### src/rtl/systolic_loader.sv
// systolic_loader: collects eight streamed elements (a11, a12, a21, a22,
// b11, b12, b21, b22) into one A/B 2x2 operand set and launches it with a
// one-cycle out_val pulse. Launches are spaced by at least LAUNCH_GAP
// cycles because the multiply stage downstream cannot stall.
// Optional feature macro: LOADER_ERR_CHK_EN enables s_last framing checks
// and the err pulse; without it s_last is ignored and err is tied low.
module systolic_loader #(
  parameter int unsigned WIDTH      = 4,
  parameter int unsigned LAUNCH_GAP = 16
) (
  input  logic             clk,
  input  logic             rst_n,
  input  logic             s_val,
  output logic             s_rdy,
  input  logic [WIDTH-1:0] s_data,
  input  logic             s_last,
  output logic             out_val,
  output logic [WIDTH-1:0] a11,
  output logic [WIDTH-1:0] a12,
  output logic [WIDTH-1:0] a21,
  output logic [WIDTH-1:0] a22,
  output logic [WIDTH-1:0] b11,
  output logic [WIDTH-1:0] b12,
  output logic [WIDTH-1:0] b21,
  output logic [WIDTH-1:0] b22,
  output logic             err
);

  typedef enum logic {FILL, FULL} state_e;

  localparam logic [7:0] GAP_RELOAD = 8'(LAUNCH_GAP - 1);

  state_e           state_q, state_d;
  logic [2:0]       idx_q, idx_d;
  logic [7:0]       gap_q, gap_d;
  logic [WIDTH-1:0] slot_q [8];
  logic [WIDTH-1:0] op_q   [8];
  logic             out_val_q;
  logic             accept;
  logic             launch;
  logic             frame_err;

  // Next-state, index and gap-counter logic; s_rdy is high only while filling.
  always_comb begin
    state_d   = state_q;
    idx_d     = idx_q;
    launch    = 1'b0;
    frame_err = 1'b0;
    s_rdy     = (state_q == FILL);
    accept    = s_val & s_rdy;
    case (state_q)
      FILL: begin
        if (accept) begin
`ifdef LOADER_ERR_CHK_EN
          if (s_last != (idx_q == 3'd7)) begin
            frame_err = 1'b1;
            idx_d     = '0;
          end else
`endif
          if (idx_q == 3'd7) begin
            idx_d   = '0;
            state_d = FULL;
          end else begin
            idx_d = idx_q + 3'd1;
          end
        end
      end
      FULL: begin
        if (gap_q == '0) begin
          launch  = 1'b1;
          state_d = FILL;
        end
      end
      default: state_d = FILL;
    endcase
    if (launch) begin
      gap_d = GAP_RELOAD;
    end else if (gap_q != '0) begin
      gap_d = gap_q - 8'd1;
    end else begin
      gap_d = gap_q;
    end
  end

  // Control state registers.
  always_ff @(posedge clk or negedge rst_n) begin
    if (!rst_n) begin
      state_q <= FILL;
      idx_q   <= '0;
      gap_q   <= '0;
    end else begin
      state_q <= state_d;
      idx_q   <= idx_d;
      gap_q   <= gap_d;
    end
  end

  // Assembly register: one slot written per accepted element.
  always_ff @(posedge clk or negedge rst_n) begin
    if (!rst_n) begin
      for (int unsigned i = 0; i < 8; i++) slot_q[i] <= '0;
    end else if (accept) begin
      slot_q[idx_q] <= s_data;
    end
  end

  // Operand output registers and launch pulse; operands hold between launches.
  always_ff @(posedge clk or negedge rst_n) begin
    if (!rst_n) begin
      for (int unsigned i = 0; i < 8; i++) op_q[i] <= '0;
      out_val_q <= 1'b0;
    end else begin
      out_val_q <= launch;
      if (launch) begin
        for (int unsigned i = 0; i < 8; i++) op_q[i] <= slot_q[i];
      end
    end
  end

`ifdef LOADER_ERR_CHK_EN
  logic err_q;

  // Framing error pulse, one cycle after the offending accept.
  always_ff @(posedge clk or negedge rst_n) begin
    if (!rst_n) err_q <= 1'b0;
    else        err_q <= frame_err;
  end

  assign err = err_q;
`else
  logic unused_err_chk;
  assign unused_err_chk = s_last ^ frame_err;
  assign err            = 1'b0;
`endif

  assign out_val = out_val_q;
  assign a11 = op_q[0];
  assign a12 = op_q[1];
  assign a21 = op_q[2];
  assign a22 = op_q[3];
  assign b11 = op_q[4];
  assign b12 = op_q[5];
  assign b21 = op_q[6];
  assign b22 = op_q[7];

endmodule
### config.mk
export PLATFORM = sky130hd
export DESIGN_NAME = systolic_loader
export DESIGN_NICKNAME = d
export VERILOG_FILES = /design/src/rtl/systolic_loader.sv
export SDC_FILE = /design/constraint.sdc
export NUM_CORES = 1
export LEC_CHECK = 0
export CAP_MARGIN = 20
export CORE_MARGIN = 2
export CORE_UTILIZATION = 53
export DETAILED_ROUTE_END_ITERATION = 10
export PLACE_DENSITY = 0.75
export SLEW_MARGIN = 15
export SYNTH_ARGS = -nofsm -noshare
export SYNTH_HDL_FRONTEND = slang
export SYNTH_SLANG_ARGS = --single-unit
### constraint.sdc
create_clock -name clk -period 2.8 [get_ports clk]
set_clock_uncertainty 0.2 [all_clocks]
set_input_delay 0.28 -clock clk [delete_from_list [all_inputs] [get_ports clk]]
set_output_delay 0.28 -clock clk [all_outputs]
set_load 0.03 [all_outputs]
# [Word level (Yosys, flattened, before mapping)]
# Cells that the tools add are included.
[totals] input_bits=8 n_memories=0 wordCells=45 ram_bits=0 latch_bits=0 register_bits=77 romBits=0
[op_classes] order_cmp=2 n_div=0 n_mul=0 shift=0 eq_ne=1 n_reduce_logical=5 bitwise_logic=3 mux=12 n_addsub=2
[ops] op="32-bit bitwise mux" count=1
[ops] op="8-bit 2-to-1 mux" count=2
[ops] op="4-bit demux with 3-bit select" count=1
[ops] op="8-bit logical NOT" count=1
[ops] op="8-bit nonzero test" count=1
[ops] op="8-bit by 1-bit subtractor with 8-bit output, second input constant" count=1
[ops] op="1-bit 2-to-1 mux" count=5
[ops] op="4-bit greater-or-equal comparator, second input constant" count=1
[ops] op="4-bit by 1-bit < comparator with 1-bit output, second input constant" count=1
[ops] op="4-bit 2-to-1 mux" count=1
[ops] op="3-bit NOT with 4-bit output" count=1
[ops] op="3-bit by 1-bit adder with 3-bit output, second input constant" count=1
[ops] op="3-bit equality test, second input constant" count=1
[ops] op="3-bit 2-to-1 mux" count=1
[ops] op="1-bit one-hot mux with 2 select lines" count=1
[ops] op="2-bit AND reduction" count=1
[ops] op="2-bit nonzero test" count=1
[ops] op="1-bit AND" count=1
[ops] op="1-bit logical AND" count=1
[ops] op="1-bit NOT" count=1

# [Depth between registers and ports, before layout]
# Gate-level depths: netlist of run 1.
[logic_depth] word_depth=6 depth_mapped=6

# [Worst setup path before layout of run 1]
# Ideal clock, no wire load.
[synth_path] path_kind="register to register" startpoint="reg gap_q[0]" endpoint="reg op_q, in the netlist a11[3]" slack_ns=0.895 arrival_ns=1.579 setup_ns=0.125 t_required_ns=2.475 path_stages_with_launch=7 cell_sequence="dfrtp_1 > inv_1 > ha_1 > nor4b_4 > nand3_4 > buf_6 > mux2_4"
[synth_between] elab_chain_len=3
[synth_rtl] item="from (decl)" line_no="35" rtl="logic [7:0] gap_q, gap_d;"
[synth_rtl] item="from (signal assigned)" line_no="94" rtl="gap_q <= gap_d;"
[synth_rtl] item="8-bit logical NOT" line_no="69" rtl="if (gap_q == '0) begin"
[synth_rtl] item="1-bit 2-to-1 mux" line_no="69"
[synth_rtl] item="1-bit 2-to-1 mux" line_no="51" rtl="case (state_q)"
[synth_rtl] item="to (decl)" line_no="37" rtl="logic [WIDTH-1:0] op_q [8];"
# Every way passes these cells.
# A chain may end at the register's enable or synchronous reset.

# [Final worst setup path of run 1]
[layout_path] startpoint="reg gap_q[0]" endpoint="reg op_q, in the netlist b12[1]"
# The elaborated chain is that of the path after synthesis.

==> results of run 1 <==
==> per-layer routing <==
metal,wire [µm],up-vias,global-route usage [%]
met5,0,-,0
met3,128,12,4.02
met4,126,0,9.50
met1,2590,900,25.2
met2,2710,32,28.0
li1,-,834,-
==> final timing paths <==
kind / from / end / slack [ns]
hold reg to reg: slot_q[25]$_DFFE_PN0P_ / a12[1]$_DFFE_PN0P_ / 0.30
hold / removal: slot_q[25]$_DFFE_PN0P_ / a12[1]$_DFFE_PN0P_ / 0.30
min in group asynchronous: rst_n / slot_q[25]$_DFFE_PN0P_ / 0.42
setup reg to reg: gap_q[0]$_DFFE_PN0P_ / b12[1]$_DFFE_PN0P_ / 0.64
setup / recovery: gap_q[0]$_DFFE_PN0P_ / b12[1]$_DFFE_PN0P_ / 0.64
max in group asynchronous: rst_n / b12[1]$_DFFE_PN0P_ / 1.37
==> where the power goes <==
group	leakage, nW	internal, mW	switching, mW
Combinational	0.743	0.895	0.772
Sequential	0.975	1.60	0.368
Clock	0.106	0.528	0.400
==> kinds of logic (layout without fill, tap and decap cells) <==
logic type                 count (synthesis)  in the layout
AOI/OAI and AO/OA                         15             15
adders and majority gates                  3              3
buffers and inverters                     10             64
DFF                                       77             77
muxes                                     68             68
other                                      1              1
and+or+nand+nor                           31             31
==> metrics by stage <==
stage                     instances  worst slack, ns  cell area (µm²)  util (%)
after floorplan                 205            0.895             3240         -
after global placement          317            0.687             3700      62.4
after detailed placement        317            0.630             3700      62.4
after CTS                       334            0.626             3930      66.4
after global routing            334            0.522             3930      66.4
final                           334            0.644             3930      66.4
==> placed cells by master, fill, tap and decap left out <==
cell type        instances
or2b_1                   1
a21o_1                   1
nor3b_1                  2
clkinvlp_4               2
mux2_4                  29
inv_1                    5
clkbuf_1                 1
nor3b_2                  2
clkdlybuf4s50_1         39
clkbuf_8                10
dlygate4sd3_1            1
nor2_1                   3
or4_1                    1
nand3_4                  1
bufinv_16                2
nor3_1                   2
nand3_1                  1
conb_1                   1
a21oi_1                  3
clkinv_4                 1
or4b_4                   1
nand2_1                  4
ha_1                     3
o31ai_1                  3
buf_4                    3
or3_1                    1
dfrtp_1                 77
o21ai_0                  7
nor4b_4                  1
mux2i_1                  2
mux2_2                  35
nor4_1                   1
a211o_1                  1
nor3_2                   3
mux2_1                   2
nand3b_1                 3
nand2b_1                 4
==> area by class of cell <==
type | instances | area share [%]
multi-input cells | 118 | 31.6
well taps | 75 | 2.39
clock inverters | 5 | 2.13
flip-flops and latches | 77 | 49.0
clock buffers | 11 | 3.60
inverters | 5 | 0.477
repair buffers | 43 | 10.8
==> flip-flops by register name (all words and copies together) (netlist names) <==
register	count
a11	4
a12	4
a21	4
a22	4
b11	4
b12	4
b21	4
b22	4
gap_q	8
idx_q	3
out_val	1
slot_q	32
state_q	1
==> critical path, stage by stage (launching register included) <==
cell	delay [ns]
dfrtp_1	0.39
inv_1	0.10
ha_1	0.25
nor4b_4	0.38
nand3_4	0.11
buf_4	0.27
mux2_4	0.35
==> repair_timing <==
| item | CTS | global route |
|---|---|---|
| hold buffers | 1 | 0 |
| gates resized for setup | 0 | 0 |
| endpoints found under the hold margin | 77 | 0 |
| endpoints found under the setup margin | 0 | 0 |
==> out/metrics.csv, run 1 <==
metric,value,unit
outcome,finished clean,
Worst-Margin Slew,0.950,ns
All-Layer GR Usage,18.5,%
die area,0.00675,mm²
post-synthesis area per instance,15.8,µm²
Peak VDD IR,0.542,mV
synth unique cells,32,
first-pass GRT wire length,9.03,mm
number of nets with antenna violations after routing,0,
clock-pin slew of the registers on the worst-case setup and hold paths,0.07,ns
mux cell area share after synthesis,27.0,%
total number of vias,1778,
Synth top area share,59.6,%
Post-DP HPWL,3.70,mm
Hold WS,0.299,ns
Seq cells post-synth,77,
R2R depth,6,
Overall Power,4.56,mW
crit path max fanout,21,
"Top FF cell, synth",dfrtp_1,
share of layout cells above drive strength 1,34.7,%
n_diodes,0,
Die X,82.1,µm
# DRC,0,
Leak Pwr,1.82,nW
largest net degree at the start of global routing,78,
Synth Warn #,0,
placer congestion estimate,0.819,
arrival time worst endpoint,2.19,ns
clk sink count,77,
number of flops mapped to enable cells by yosys,0,
Commonest cells post-synth,"dfrtp_1 (77), mux2_2 (35), mux2_4 (29)",
hold crit path type,flop to flop,
setup tns final,0,ns
Max Root-Sink Buffers,2,
initial drt markers,95,
Final Max Tran Viols,0,
"Cell Area, Synth",0.00324,mm²
DR pass1 iterations,4,
fillers,450,
Crit. End Element,flop,
wire per inst,16.6,µm
Num CTS Buffers,9,
Peak Freq,464,MHz
Root Driver,clkbuf_8,
simple-gate share of the synthesized area,7.46,%
largest family of logic cells by synthesized area,multiplexers,
Period minus WS final,2.16,ns
Post-Synth Adder-Cell Area,1.16,%
ranking of synthesized cells by area,"dfrtp_1 (60%), mux2_4 (13%), mux2_2 (12%)",
CTS tree,yes,
# rows,28,
total gr overflow,0,
Chip Height,82.1,µm
Detailed Route WL,5.55,mm
ys async rst share,100,%
final hold vios,0,
RSZ-0062 raised after global routing,false,
Worst Path Required,2.83,ns
Area Growth Syn to Fin,21.5,%
initial antenna violation count,0,
XOR/XNOR Fraction of Synth Area,0,%
# Max-Cap Violations,0,
top-count cell post-synth,dfrtp_1,
Synth Instances,205,
sequential share of the synthesized area,59.6,%
Synth area leader,dfrtp_1,
Tcrit/Tclk final,77.0,%
Starting Density,54.6,%
final-report setup violation count,0,
worst hold stages,1,
CP Launch Type,flop,
Storage cell area,0.00193,mm²
net count after synthesis,216,
vias in the first global route,1836,
area of the multi-input gates,0.00124,mm²
compound-cell area share of the yosys netlist,2.75,%
crit path kind,flop to flop,
PwrDens,1160,mW/mm²
Relative slew margins,36.7,%
core footprint,0.00592,mm²
nets,265,
vias per cell,5.32,
total setup buffers inserted after CTS,0,
IO buf count,40,
H-tree levels,3,
I/O pin total,43,
clock latency on the worst-skew pair,0.34,ns
No activity file was read; power rests on OpenSTA's default activity.
==> run 2: changes to the inputs <==
--- a/config.mk
+++ b/config.mk
@@ -7,9 +7,9 @@
 export LEC_CHECK = 0
 export CAP_MARGIN = 20
 export CORE_MARGIN = 2
-export CORE_UTILIZATION = 53
+export CORE_UTILIZATION = 49
 export DETAILED_ROUTE_END_ITERATION = 10
-export PLACE_DENSITY = 0.75
+export PLACE_DENSITY = 0.73
 export SLEW_MARGIN = 15
 export SYNTH_ARGS = -nofsm -noshare
 export SYNTH_HDL_FRONTEND = slang
==> constraint.sdc (replaced) <==
create_clock -name clk -period 1.7 [get_ports clk]
set_clock_uncertainty 0.2 [all_clocks]
set_input_delay 0.17 -clock clk [delete_from_list [all_inputs] [get_ports clk]]
set_output_delay 0.17 -clock clk [all_outputs]
set_load 0.03 [all_outputs]
==> out/metrics.csv, run 2 (same netlist as run 1, synthesis figures left out) <==
metric,value,unit
PwrDens,1840,mW/mm²
core footprint,0.00639,mm²
CTS tree,yes,
largest net degree at the start of global routing,35,
nets,291,
final hold vios,0,
initial antenna violation count,0,
Chip Height,85.3,µm
outcome,finished with violations,
grt met1 use,23.9,%
All-Layer GR Usage,18.4,%
number of flip-flops under the largest register name,32,
Die X,85.3,µm
biggest regs,"slot_q: 32 flops, gap_q: 8 flops",
dpl cells,339,
Setup crit end,b12[1]$_DFFE_PN0P_,
I/O pin total,43,
largest register by flop count,slot_q,
arrival time worst endpoint,1.89,ns
GR met2 Demand/Resource,29.3,%
CP Launch Type,flop,
fin cells,362,
failing checks,setup timing,
CP startpoint,gap_q[1]$_DFFE_PN0P_,
die area,0.00727,mm²
Num CTS Buffers,9,
Period minus WS final,1.86,ns
Detailed Route WL,6.03,mm
# rows,29,
Root Driver,clkbuf_8,
# Max-Cap Violations,0,
Area Growth Syn to Fin,30.2,%
Overall Power,7.75,mW
Peak Freq,538,MHz
"commonest non-fill, non-tap cell in the layout",dfrtp_1,
clk sink count,77,
total number of vias,1883,
GRT met3 Usage,5.16,%
Leak Pwr,2.14,nW
crit path kind,flop to flop,
Starting Density,50.7,%
Max Root-Sink Buffers,2,
busiest grt layer,met2,
Peak VDD IR,1.07,mV
# DRC,0,
R2R depth,6,
final-report setup violation count,40,
crit path max fanout,20,
Post-DP HPWL,3.92,mm
hold crit path type,primary input to asynchronous set/reset pin,
vias per cell,5.20,
IO buf count,40,
DR pass1 iterations,4,
R2R Path End,b12[1]$_DFFE_PN0P_,
clock-pin slew of the registers on the worst-case setup and hold paths,0.08,ns
Worst Path Required,1.73,ns
wire per inst,16.6,µm
Tcrit/Tclk final,109,%
R2R Setup Slk,-0.16,ns
number of nets with antenna violations after routing,0,
vias in the first global route,2054,
RSZ-0062 raised after global routing,true,
placer congestion estimate,0.812,
Final Max Tran Viols,0,
reg2reg start,gap_q[1]$_DFFE_PN0P_,
total gr overflow,0,
clock latency on the worst-skew pair,0.35,ns
fillers,476,
first-pass GRT wire length,10.2,mm
share of layout cells above drive strength 1,45.3,%
n_diodes,0,
initial drt markers,72,
H-tree levels,3,
Crit. End Element,flop,
Final WS setup,-0.160,ns
"commonest cells after routing, fill and taps aside","dfrtp_1 (76), mux2_4 (38), dlygate4sd2_1 (33)",
setup tns final,-4.95,ns
[run 2: cell types whose count changed in the layout (fill, tap and decap cells not counted), moves of 2 or more]
| cell | change |
|---|---|
| buf_6 | +2 |
| o21ai_0 | -4 |
| mux2_4 | +9 |
| o21ai_1 | +3 |
| inv_6 | +2 |
| o31ai_1 | -2 |
| mux2_2 | -9 |
| buf_12 | +3 |
| dlygate4sd2_1 | +33 |
| inv_1 | -2 |
| clkdlybuf4s50_1 | -34 |
| buf_4 | +21 |
| inv_2 | +2 |
[run 2: layout make-up]
cell class / instances / area (µm²) / share of cell area (%)
flip-flops and latches: 77 / 1930 / 45.8
well taps: 77 / 96.3 / 2.29
clock inverters: 6 / 68.8 / 1.63
inverters: 5 / 18.8 / 0.446
clock buffers: 10 / 138 / 3.27
multi-input cells: 118 / 1350 / 32.0
repair buffers: 69 / 617 / 14.6
[run 2: power by group]
group	internal (mW)	total, mW	switching [mW]
Clock	0.728	1.40	0.676
Sequential	2.63	3.21	0.571
Combinational	1.64	3.14	1.49
Total	5.01	7.75	2.74
[run 2: timing repair]
action / in CTS / in global routing
pin swaps: 6 / 6
endpoints found under the hold margin: 77 / 0
hold buffers: 1 / 0
gates resized for setup: 46 / 17
endpoints found under the setup margin: 74 / 57
buffers inserted: 4 / 3
[run 2: through the flow]
| stage | util, % | area, µm² | setup WS [ns] | hold slack (ns) |
|---|---|---|---|---|
| final | 66.0 | 4210 | -0.160 | 0.104 |
| after global routing | 66.0 | 4210 | -0.255 | 0.123 |
| after CTS | 64.8 | 4140 | -0.164 | 0.104 |
| after detailed placement | 61.1 | 3910 | -0.194 | -0.0633 |
| after global placement | 61.1 | 3910 | -0.183 | -0.0556 |
| after floorplan | - | 3270 | -0.160 | -0.326 |
[run 2: critical path: stages (launching register included)]
cell     delay (ns)
dfrtp_1        0.40
inv_2          0.09
ha_4           0.14
nor4b_4        0.27
nand3_4        0.14
buf_12         0.19
mux2_4         0.31
[run 2: worst min-delay path by stage]
stage                                         to  depth (start not counted)  slack, ns  startpoint
final                         b11[0]$_DFFE_PN0P_                          2       0.10       rst_n
after detailed placement      b11[0]$_DFFE_PN0P_                          1      -0.06       rst_n
after floorplan               a11[0]$_DFFE_PN0P_                          0      -0.33       rst_n
after CTS                 slot_q[31]$_DFFE_PN0P_                          2       0.10       rst_n
after global placement        b11[1]$_DFFE_PN0P_                          1      -0.06       rst_n
after global routing      slot_q[31]$_DFFE_PN0P_                          2       0.12       rst_n
[run 2: metal layers]
layer  vias to the layer above  routed length, µm
met5                         -                  0
met4                         0                 99
met3                         9                205
met2                        33               3100
met1                       959               2620
li1                        882                  -
==> variant 1, RTL diff (config.mk and constraints of run 1) <==
Build with the macro `LOADER_ERR_CHK_EN` defined.
--- a/src/rtl/systolic_loader.sv
+++ b/src/rtl/systolic_loader.sv
@@ -5,4 +5,6 @@
 // Optional feature macro: LOADER_ERR_CHK_EN enables s_last framing checks
 // and the err pulse; without it s_last is ignored and err is tied low.
+`define LOADER_ERR_CHK_EN
+
 module systolic_loader #(
   parameter int unsigned WIDTH      = 4,
Function: changed (Yosys sat finds a counterexample within 4 cycles, from zero or initial values and one cycle with rst_n low).
==> variant 1 against run 1 <==
  * Worst hold slack worse by 0.00055 ns
  * Sequential share of layout area is 0.34 points higher
  * Area after synthesis is 0.15% lower
  * Sequential cell count grew 1
  * Count of clock-buffer cells in the layout unchanged
  * Setup slack got worse by 0.044 ns
  * Die area shrank 0.15%
  * Wire length rose by 0.59%
  * Synthesized cell count decreased by 1.5%
  * Final area grew 0.60%
  * Critical path type unchanged
  * Critical endpoint is now a22[0]
  * Highest routed layer unchanged
Power is not compared: it rests on default switching activity, and its combinational part moved more than twofold at a synthesized area within 25%.
==> variant 1: results (changes against run 1) <==
metric	value	unit	change
Sink Count	78		was 77
clock network area share	5.599	%	was 5.729%
Synth cell types	30		was 32
Multi-input comb cells	117		was 118
Post-Syn Instances	202		was 205
CP startpoint kind	register		unchanged
arrival time worst endpoint	2.23	ns	was 2.19 ns
reg-to-reg setup timing slack	0.60	ns	was 0.64 ns
GRT Overall Usage	19.17	%	was 18.49%
Final #Nets	267		was 265
Critical Path End	a22[0]		was b12[1]
Routed WL	5582	um	was 5549 um
footprint of the multi-input gates	1230	um2	was 1244 um2
slew margin rel.	36.56	%	was 36.67%
worst-path maximum fanout	33		was 21
Non-clk bufs	45		was 43
fraction of area in multi-input gates	31.10	%	was 31.64%
Synth top cells by count	78 x dfrtp_1, 37 x mux2_2, 29 x mux2_4		was 77 x dfrtp_1, 35 x mux2_2, 29 x mux2_4
Data buffer area share	11.20	%	was 10.76%
top area cells in the synthesized netlist	dfrtp_1 60%, mux2_4 13%, mux2_2 13%		was dfrtp_1 60%, mux2_4 13%, mux2_2 12%
hold depth	1		unchanged
Worst-path clk slew	0.08	ns	
Placed Area	3724	um2	was 3696 um2
vias per cell	5.380		was 5.323
gpl congestion	0.7177		was 0.8187
global-route wire length before repair	9190	um	was 9032 um
HPWL Detailed	3665	um	was 3700 um
Worst Hold Path EP	b21[3]		was a12[1]
Min Clock Period, post-route	2.201	ns	was 2.156 ns
CTS Hold Bufs	1		unchanged
Post-Syn Area per Cell	15.99	um2	was 15.78 um2
slowest CP cell	nor4b_4		was dfrtp_1
sequential share of the synthesized area	60.42	%	was 59.55%
Post-synth EDFFs	0		unchanged
Fin Hold WS	0.2985	ns	was 0.2991 ns
layout cells sized above 1	33.98	%	was 34.75%
IO buf count	42		was 40
# fillers	424		was 450
hold_sp	slot_q[7]		was slot_q[25]
number of global-route vias before repair	1804		was 1836
maximum number of pins on one net before global-route repair	79		was 78
worst vdd ir	532.4	uV	
syn_nets	214		was 216
Syn. warnings	0		unchanged
placed insts	318		was 317
Starting DRT DRC Count	102		was 95
inverters	4		was 5
pre-CTS setup slack	0.5586	ns	was 0.6303 ns
max incr delay on CP	0.42	ns	was 0.39 ns
status	complete, no violations		unchanged
## variant 1: cell types whose count changed after synthesis, moves of 2 or more
cell / before / now
nor3b_2: 2 / 0
mux2_2: 35 / 37
o21ai_0: 7 / 2
mux2_1: 2 / 0
## variant 1: cell families after synthesis
logic type	after synthesis	synth area share, %
and+or+nand+nor	32	6.855
xor gates and xnor gates	1	0.2712
AOI/OAI and AO/OA	13	2.711
DFF	78	60.42
muxes	67	26.68
adders and majority gates	4	1.549
buffers and inverters	7	1.510
## variant 1: layer usage
layer | track usage, % | vias to the layer above | part of all wire [%]
met5 | 0 | - | 0
li1 | - | 827 | -
met1 | 25.77 | 930 | 48
met4 | 8.500 | 0 | 1.9
met2 | 29.11 | 31 | 47
met3 | 5.385 | 9 | 3.3
## variant 1: power groups by stage
stage	Combinational, uW	Clock (uW)	Sequential, uW
2_1_floorplan	435	0	1590
3_3_place_gp	585	0	1590
3_5_place_dp	616	0	1610
4_1_cts	619	946	1590
5_1_grt	681	1000	1630
6_report	613	931	1590
==> variant 2, RTL diff (flow settings as in run 1) <==
Made on the original files. The parameter `WIDTH` goes from 4 to 3.
--- a/src/rtl/systolic_loader.sv
+++ b/src/rtl/systolic_loader.sv
@@ -6,5 +6,5 @@
 // and the err pulse; without it s_last is ignored and err is tied low.
 module systolic_loader #(
-  parameter int unsigned WIDTH      = 4,
+  parameter int unsigned WIDTH      = 3,
   parameter int unsigned LAUNCH_GAP = 16
 ) (
Ports: changed (9 resized); port bits go from 43 to 34. The function was not compared with the original's and may differ.
==> variant 2 against run 1 <==
  * Global-route usage up 0.55 points
  * Sequential cell count is 16 lower
  * Cell count down 18%
  * Setup slack worse by 0.0017 ns
  * Wire length decreased by 18%
  * Power fell by 25%
  * Final area decreased by 22%
  * Worst hold slack worse by 0.051 ns
  * Area after synthesis is 22% lower
  * Via count fell by 16%
  * Largest cell class unchanged
  * Largest power group unchanged
==> variant 2: results (changes against run 1) <==
metric	value	unit	change
arrival time worst endpoint	2.15	ns	was 2.19 ns
Vias	1486		was 1778
global-route wire length before repair	7596	um	was 9032 um
worst vdd ir	631.0	uV	was 542.1 uV
status	complete, no violations		unchanged
GRT Overall Usage	19.04	%	was 18.49%
pre-CTS setup slack	0.6313	ns	was 0.6303 ns
number of global-route vias before repair	1604		was 1836
Starting DRT DRC Count	75		was 95
TritonCTS buffer count	9		unchanged
maximum number of pins on one net before global-route repair	23		was 78
largest registers	slot_q x24, gap_q x8		was slot_q x32, gap_q x8
top area cells in the synthesized netlist	dfrtp_1 60%, mux2_2 18%, mux2_4 5.9%		was dfrtp_1 60%, mux2_4 13%, mux2_2 12%
Synth top cells by count	61 x dfrtp_1, 41 x mux2_2, 10 x mux2_4		was 77 x dfrtp_1, 35 x mux2_2, 29 x mux2_4
Final #Nets	225		was 265
HPWL Detailed	3173	um	was 3700 um
gpl congestion	0.8715		was 0.8187
cell-internal power	2238	uW	was 3020 uW
Clock Latency Late Sink	0.31	ns	was 0.34 ns
WL/cell	16.52	um	was 16.61 um
max reg flops	24		was 32
# fillers	337		was 450
IO buf count	31		was 40
syn_nets	183		was 216
slew margin rel.	61.04	%	was 36.67%
sequential share of the synthesized area	60.10	%	was 59.55%
Pleak	0.001422	uW	was 0.001824 uW
layout cells sized above 1	32.27	%	was 34.75%
## variant 2: routing by layer
layer	vias to the layer above	GRT usage [%]	wire (um)
met4	0	9.465	29
met2	47	28.73	2223
li1	696	-	-
met3	2	4.834	205
met5	-	0	0
met1	741	25.65	2067
## variant 2: layout make-up
type                    count  area share [%]
clock inverters             2          0.3264
repair buffers             34           10.77
well taps                  54           2.203
flip-flops and latches     61           49.78
clock buffers              14           4.651
inverters                   6          0.7344
multi-input cells         103           31.54
## variant 2: cell families (layout without fill, tap and decap cells)
kind of cell	after synthesis	after routing	share of synthesized area, %
DFF	61	61	60.10
other	1	1	0.1476
buffers and inverters	9	56	1.822
xor gates and xnor gates	2	2	0.6898
muxes	55	55	25.66
AOI/OAI and AO/OA	7	7	1.576
and+or+nand+nor	35	35	8.522
adders and majority gates	3	3	1.478
## variant 2: final timing paths
path / from / to / slack (ns)
min in group clk: slot_q[2] / b22[2] / 0.30
worst max register to register: gap_q[3] / b21[1] / 0.64
worst min register to register: slot_q[2] / b22[2] / 0.30
max in group asynchronous: rst_n / slot_q[6] / 1.49
worst min-delay path: rst_n / a12[2] / 0.25
worst max-delay path: gap_q[3] / b21[1] / 0.64
## variant 2: power groups by stage
stage | Combinational (uW) | Sequential, uW | Clock, uW
after floorplan | 647 | 1720 | 0
after global placement | 1220 | 1540 | 0
after detailed placement | 1260 | 1570 | 0
after CTS | 1270 | 1560 | 633
after global routing | 1360 | 1620 | 670
final | 1260 | 1560 | 616
## variant 2: repair_timing
| action | CTS | global route |
|---|---|---|
| buffers inserted | 0 | 0 |
| hold endpoints to repair | 19 | 0 |
| endpoints found under the setup margin | 0 | 0 |
| hold buffers | 1 | 0 |
## variant 2: stage by stage
| stage | util [%] | std cells | total power, uW | instance area [um2] |
|---|---|---|---|---|
| detailed placement | 62.31 | 257 | 2836 | 2904 |
| floorplan | - | 173 | 2371 | 2540 |
| CTS | 65.80 | 274 | 3464 | 3067 |
| global placement | 62.31 | 257 | 2752 | 2904 |
| global route | 65.80 | 274 | 3647 | 3067 |
| finish | 65.80 | 274 | 3437 | 3067 |
## variant 2: worst max-delay path: stages, from the launching register on
cell and delay (ns):
dfrtp_1 0.48, nor4_4 0.46, nand2_4 0.27, inv_2 0.27, mux2_2 0.36
